<file path="src/rtl/uart_tx_arb.sv">
// rtl/uart_tx_arb.sv - message-granular round-robin arbiter in front of one UART tx byte channel
// Optional lock watchdog compiled in with UART_TX_ARB_WDOG_EN.
module uart_tx_arb #(
  parameter int N           = 4,
  parameter int WDOG_CYCLES = 65535
) (
  input  logic           clock,
  input  logic           reset,
  input  logic [8*N-1:0] req_data,
  input  logic [N-1:0]   req_valid,
  input  logic [N-1:0]   req_last,
  output logic [N-1:0]   req_ready,
  output logic [N-1:0]   grant,
  output logic [7:0]     tx_data,
  output logic           tx_new_data,
  input  logic           tx_busy,
  output logic           arb_busy,
  output logic           lock_err
);

  localparam int PW = $clog2(N);

  typedef enum logic [2:0] {ARB, FETCH, SEND, WAITB, WAITD} state_t;

  state_t          state, state_nx;
  logic [N-1:0]    grant_nx;
  logic [PW-1:0]   rr_ptr, rr_ptr_nx, win;
  logic [7:0]      tx_data_nx;
  logic            last_r, last_nx;
  logic            any_valid;
  logic            own_valid;
  logic            wdog_fire;

  // While locked rr_ptr is the owner index, so it doubles as the data mux select.
  assign own_valid = |(grant & req_valid);

  always_comb begin
    win       = '0;
    any_valid = 1'b0;
    for (int k = 0; k < N; k++) begin
      if (!any_valid && req_valid[(int'(rr_ptr) + 1 + k) % N]) begin
        any_valid = 1'b1;
        win       = PW'((int'(rr_ptr) + 1 + k) % N);
      end
    end
  end

`ifdef UART_TX_ARB_WDOG_EN
  logic [15:0] wdog_cnt;

  assign wdog_fire = (state == FETCH) && !own_valid &&
                     ((32'(wdog_cnt) + 32'd1) >= 32'(WDOG_CYCLES));

  // Held at zero outside FETCH, which clears it on every entry.
  always_ff @(posedge clock) begin
    if (!reset) begin
      wdog_cnt <= '0;
      lock_err <= 1'b0;
    end else begin
      lock_err <= wdog_fire;
      if (state != FETCH)
        wdog_cnt <= '0;
      else if (!own_valid && wdog_cnt != 16'hFFFF)
        wdog_cnt <= wdog_cnt + 16'd1;
    end
  end
`else
  logic unused_wdog;
  assign unused_wdog = ^WDOG_CYCLES;
  assign wdog_fire   = 1'b0;
  assign lock_err    = 1'b0;
`endif

  always_comb begin
    state_nx   = state;
    grant_nx   = grant;
    rr_ptr_nx  = rr_ptr;
    tx_data_nx = tx_data;
    last_nx    = last_r;
    case (state)
      ARB: begin
        if (any_valid) begin
          grant_nx  = {{(N-1){1'b0}}, 1'b1} << win;
          rr_ptr_nx = win;
          state_nx  = FETCH;
        end
      end
      FETCH: begin
        if (own_valid) begin
          tx_data_nx = req_data[int'(rr_ptr)*8 +: 8];
          last_nx    = req_last[rr_ptr];
          state_nx   = SEND;
        end else if (wdog_fire) begin
          grant_nx = '0;
          state_nx = ARB;
        end
      end
      SEND:  state_nx = WAITB;
      WAITB: if (tx_busy) state_nx = WAITD;
      WAITD: begin
        if (!tx_busy) begin
          if (last_r) begin
            grant_nx = '0;
            state_nx = ARB;
          end else begin
            state_nx = FETCH;
          end
        end
      end
      default: state_nx = ARB;
    endcase
  end

  always_ff @(posedge clock) begin
    if (!reset) begin
      state   <= ARB;
      grant   <= '0;
      rr_ptr  <= PW'(N - 1);
      tx_data <= '0;
      last_r  <= 1'b0;
    end else begin
      state   <= state_nx;
      grant   <= grant_nx;
      rr_ptr  <= rr_ptr_nx;
      tx_data <= tx_data_nx;
      last_r  <= last_nx;
    end
  end

  // Gated by reset so nothing is accepted or strobed in a reset cycle.
  assign req_ready   = (reset && state == FETCH) ? (grant & req_valid) : '0;
  assign tx_new_data = reset && (state == SEND);
  assign arb_busy    = (state != ARB);

endmodule

</file>
<file path="config.mk">
export PLATFORM = sky130hd
export DESIGN_NAME = uart_tx_arb
export DESIGN_NICKNAME = d
export VERILOG_FILES = /design/src/rtl/uart_tx_arb.sv
export SDC_FILE = /design/constraint.sdc
export NUM_CORES = 1
export LEC_CHECK = 0
export CAP_MARGIN = 25
export CORE_MARGIN = 2
export CORE_UTILIZATION = 38
export CTS_CLUSTER_SIZE = 12
export DETAILED_ROUTE_END_ITERATION = 8
export PLACE_DENSITY = 0.79
export SLEW_MARGIN = 15
export SYNTH_ARGS = -nofsm -noshare
export SYNTH_HDL_FRONTEND = slang
export SYNTH_SLANG_ARGS = --single-unit
</file>
<file path="constraint.sdc">
create_clock -name clock -period 2.3 [get_ports clock]
set_clock_uncertainty 0.15 [all_clocks]
set_input_delay 0.345 -clock clock [delete_from_list [all_inputs] [get_ports clock]]
set_output_delay 0.345 -clock clock [all_outputs]
set_load 0.01 [all_outputs]
</file>
### After elaboration in Yosys (flattened, before gate mapping)

Cells that the tools add are included.

| storage, ports and cells | value |
|---|---|
| register bits after elaboration | 18 |
| bits of input ports | 43 |

| cells by class | value |
|---|---|
| add/sub/neg operators | 4 |
| order comparisons | 5 |
| eq/ne operators | 9 |
| shifts and indexed selects | 2 |
| mux-type cells | 33 |
| bitwise operators | 5 |
| reductions and logical operators | 20 |

Operators by type and width:

| cell | count |
|---|---|
| indexed part select 32 x 6 -> 8 bit | 1 |
| less-than comparator 3 x 4 -> 1 bit (second input constant) | 4 |
| 2-to-1 mux 4 bit | 4 |
| case mux 3 bit (5 select lines) | 1 |
| 2-to-1 mux 1 bit | 14 |
| 2-to-1 mux 3 bit | 4 |
| binary-select mux 1 bit (select 2 bit) | 5 |
| inequality test 2 bit (second input constant) | 5 |
| 2-to-1 mux 2 bit | 4 |
| case mux 4 bit (2 select lines) | 1 |
| AND reduction 4 bit | 2 |
| OR reduction 2 bit | 4 |
| equality test 3 x 2 -> 1 bit (second input constant) | 2 |
| logical AND 1 bit | 5 |
| adder 2 x 1 -> 2 bit (second input constant) | 2 |
| adder 2 bit (second input constant) | 2 |
| AND 1 bit (first input constant) | 4 |
| AND 4 bit | 1 |
| AND reduction 2 bit | 2 |
| OR reduction 4 bit | 1 |
| << shifter 1 x 2 -> 4 bit (first input constant) | 1 |
| equality test 3 x 1 -> 1 bit (second input constant) | 1 |
| equality test 3 bit (second input constant) | 1 |
| logical NOT 1 bit | 3 |
| other kinds (4) | 4 |

### Longest topological paths before layout

| logic depth | value |
|---|---|
| depth after elaboration | 19 |
| depth in mapped cells | 6 |
| depth with buffers taken out | 4 |

### Least setup slack after synthesis

Ideal clock, no wire load.

| timing | value |
|---|---|
| kind | flip-flop to output port |
| from | register state[0] |
| to | output port req_ready[0] |
| arrival time | 1.269 ns |
| setup slack | 0.536 ns |
| stages on the path, launching flop included | 5 |
| cell sequence | dfxtp_1 > buf_6 > or3b_4 > or2_1 > nor2_1 |

| between the ends | value |
|---|---|
| word-level cells in the longest chain between the ends | 3 |

Ends and longest elaborated chain:

| what | line | RTL |
|---|---|---|
| start, declared | 25 | `state_t state, state_nx;` |
| start signal, assigned | 122 | `state <= state_nx;` |
| equality test 3 x 1 -> 1 bit | 131 | `assign req_ready = (reset && state == FETCH) ? (grant & req_valid) : '0;` |
| logical AND 1 bit | 131 |  |
| 2-to-1 mux 4 bit | 131 |  |
| end, declared | 12 | `output logic [N-1:0] req_ready,` |

No other way between the ends.

### Worst setup path after layout

| timing | value |
|---|---|
| from | register state[1] |
| to | output port req_ready[2] |

The elaborated chain is that of the path after synthesis.

==> results.yml <==
run_status:
  status: "complete, but fails checks"
  violations: "design-rule violations"
synthesis:
  synth_area_leaders: "dfxtp_1 32%, mux4_2 18%, mux2i_1 7.9%, nor2_1 4.9%, nand2_1 3.0%"
  synthArstFlopShare: 0
  syn_area_per_cell_um2: 10.2
  synth_enable_flop_cells: 0
  syn-instance-count: 112
  yosysTopAreaCell: "dfxtp_1"
  synth_top_area_frac: 0.316
  ys_warn_count: 0
  synth_common_cells: "18 x dfxtp_1, 15 x nor2_1, 9 x mux2i_1, 9 x mux4_2, 9 x nand2_1"
  ys_seq_area_frac: 0.316
  synthFlopType: "dfxtp_1"
  synth_nets: 155
  synth.most_common_cell: "dfxtp_1"
  ys_ff_latch: 18
  synth_area_mm2: 0.00114
  ys_types: 39
final_layout:
  area_growth_pct: 59.8
  nets: 220
  fin_util: 0.649
  fill_cells: 252
  layout-drive-gt1-share: 0.165
  fin_area_mm2: 0.00182
  antenna_cells: 0
die:
  die_h_um: 58.8
  rows: 19
  core_area_mm2: 0.00281
  die_width_um: 58.8
  io_pins: 62
  initial_core_util: 0.406
  die_area_mm2: 0.00345
timing:
  min_period_ns: 2.18
  post-route-period-util: 0.948
  max_slew_margin: 0.540
  worst_pin_slew_ns: 0.689
  report.final.slew_viol_count: 0
  setup_violations: 0
  fin_ws_ns: 0.120
  whs_ns: 0.349
  finalHoldViolations: 0
  fmax_mhz: 459
  final.setup.tns_ns: 0
  grt_setup_unrepaired: "no"
placement:
  place_area_mm2: 0.00179
  gp_congestion: 0.861
  place_ws_ns: -0.0540
  io_buffers: 60
  detailed_place_hpwl_um: 2520
route:
  wl_per_cell_um: 15.6
  drt_iter0_markers: 55
  viasPerCell: 5.48
  vias: 1134
  ant_nets: 0
  drt-total-wl_um: 3220
  dr.pass1.iters: 6
  drc: 9
hold_path:
  worstHoldPathType: "flip-flop to flip-flop"
clock_network:
  cts.sinks: 18
  clock_latency_ns: 0.28
  numCtsBuffers: 3
  path_clk_slew_ns: 0.10
  clock_path_buffers: 2
  htreeDepth: 1
  root_buffer: "clkbuf_4"
  tritoncts: "done"
critical_path:
  cp_cell_sequence: "or3b_4, or2_1, nor2_1, dlygate4sd2_1"
  cp_slowest_cell: "or3b_4"
  crit_path_end_kind: "output pin"
  crit_fanout: 4
  max_stage_delay_ns: 0.42
  crit_type: "flip-flop to output pin"
  required_ns: 1.80
  critical-path-top-delay-family: "simple AND/OR/NAND/NOR gates"
  worstSetupStartpointType: "flip-flop"
  path_buf_inv: 1
  critical_path_arrival_ns: 1.69
power:
  leakagePower_uw: 0.000722
  vdd_ir_drop_max_v: 0.000307
  p_per_area_mw_per_mm2: 518
flow_run:
  cap_violations: 0
global_routing:
  grt_overflow: 0
  grt_max_degree: 13
  grt_usage: 0.194
  grt_pass1_wl_um: 5150
  grt_pass1_vias: 1117
  antenna_found_initial: 0
==> per-stage QoR <==
step,total power [uW],instances
CTS,951,207
global route,1010,207
finish,944,207
global placement,753,203
floorplan,598,112
detailed placement,764,203
==> state kept, by name (all words and copies together), names as in the netlist <==
signal   count
tx_data      8
last_r       1
grant        4
state        3
rr_ptr       2
==> routing by layer <==
layer	global-route usage	routed length (um)	up-vias
met2	0.317	1360	67
li1	-	-	542
met4	0.0292	0	0
met5	0	0	-
met3	0.0440	455	0
met1	0.266	1400	525
==> final timing paths <==
check | from | to | slack [ns] | cells past startpoint
hold / removal | tx_data[7]$_SDFFE_PN0P_ | tx_data[7]$_SDFFE_PN0P_ | 0.35 | 2
setup / recovery | state[1]$_SDFFE_PN0P_ | req_ready[2] | 0.12 | 4
setup reg to reg | rr_ptr[0]$_SDFFE_PN1P_ | grant[1]$_SDFFE_PN0P_ | 0.45 | 4
hold reg to reg | tx_data[7]$_SDFFE_PN0P_ | tx_data[7]$_SDFFE_PN0P_ | 0.35 | 2
==> what timing repair did <==
item | 4_1_cts | 5_1_grt
setup endpoints to repair | 4 | 1
buffers inserted | 0 | 0
hold buffers | 0 | 0
endpoints found under the hold margin | 0 | 0
resized for setup | 4 | 1
==> cells in the final DEF (no fill, tap or decap), drive strengths merged, types with 4 or more instances in the layout <==
cell | Yosys | routed
dlygate4sd2 | 0 | 4
nor2 | 15 | 15
dfxtp | 18 | 18
nand2b | 4 | 4
buf | 5 | 8
mux2i | 9 | 9
nand2 | 9 | 9
clkdlybuf4s50 | 0 | 55
inv | 4 | 4
a21oi | 4 | 4
mux4 | 9 | 9
clkbuf | 3 | 4
==> power breakdown <==
group,switching [uW],leakage (uW),internal [uW]
combinational,143,0.000555,234
clock,90.9,0.0000210,96.2
sequential,38.9,0.000147,341
total,273,0.000722,671
==> worst min-delay path, delay by kind of cell, from the launching register on <==
family	cells	cell delay, ns
and+or+nand+nor	1	0.07
muxes	1	0.06
DFF	1	0.34
==> area by class of cell <==
class	instances	area, um2	area share
timing repair buffer	68	658	0.361
clock buffer	4	36.3	0.0199
sequential	18	360	0.198
inverter	4	15.0	0.00824
tap	31	38.8	0.0213
multi-input combinational	82	713	0.391
==> cells by family (layout without fill, tap and decap cells) <==
family	after synthesis	after routing	share of synthesized area
simple gates	43	43	0.224
mux	19	19	0.267
flops	18	18	0.316
buf+inv	12	76	0.0582
compound gates	19	19	0.132
other cells	1	1	0.00329
Power figures use the tool's default switching activity.
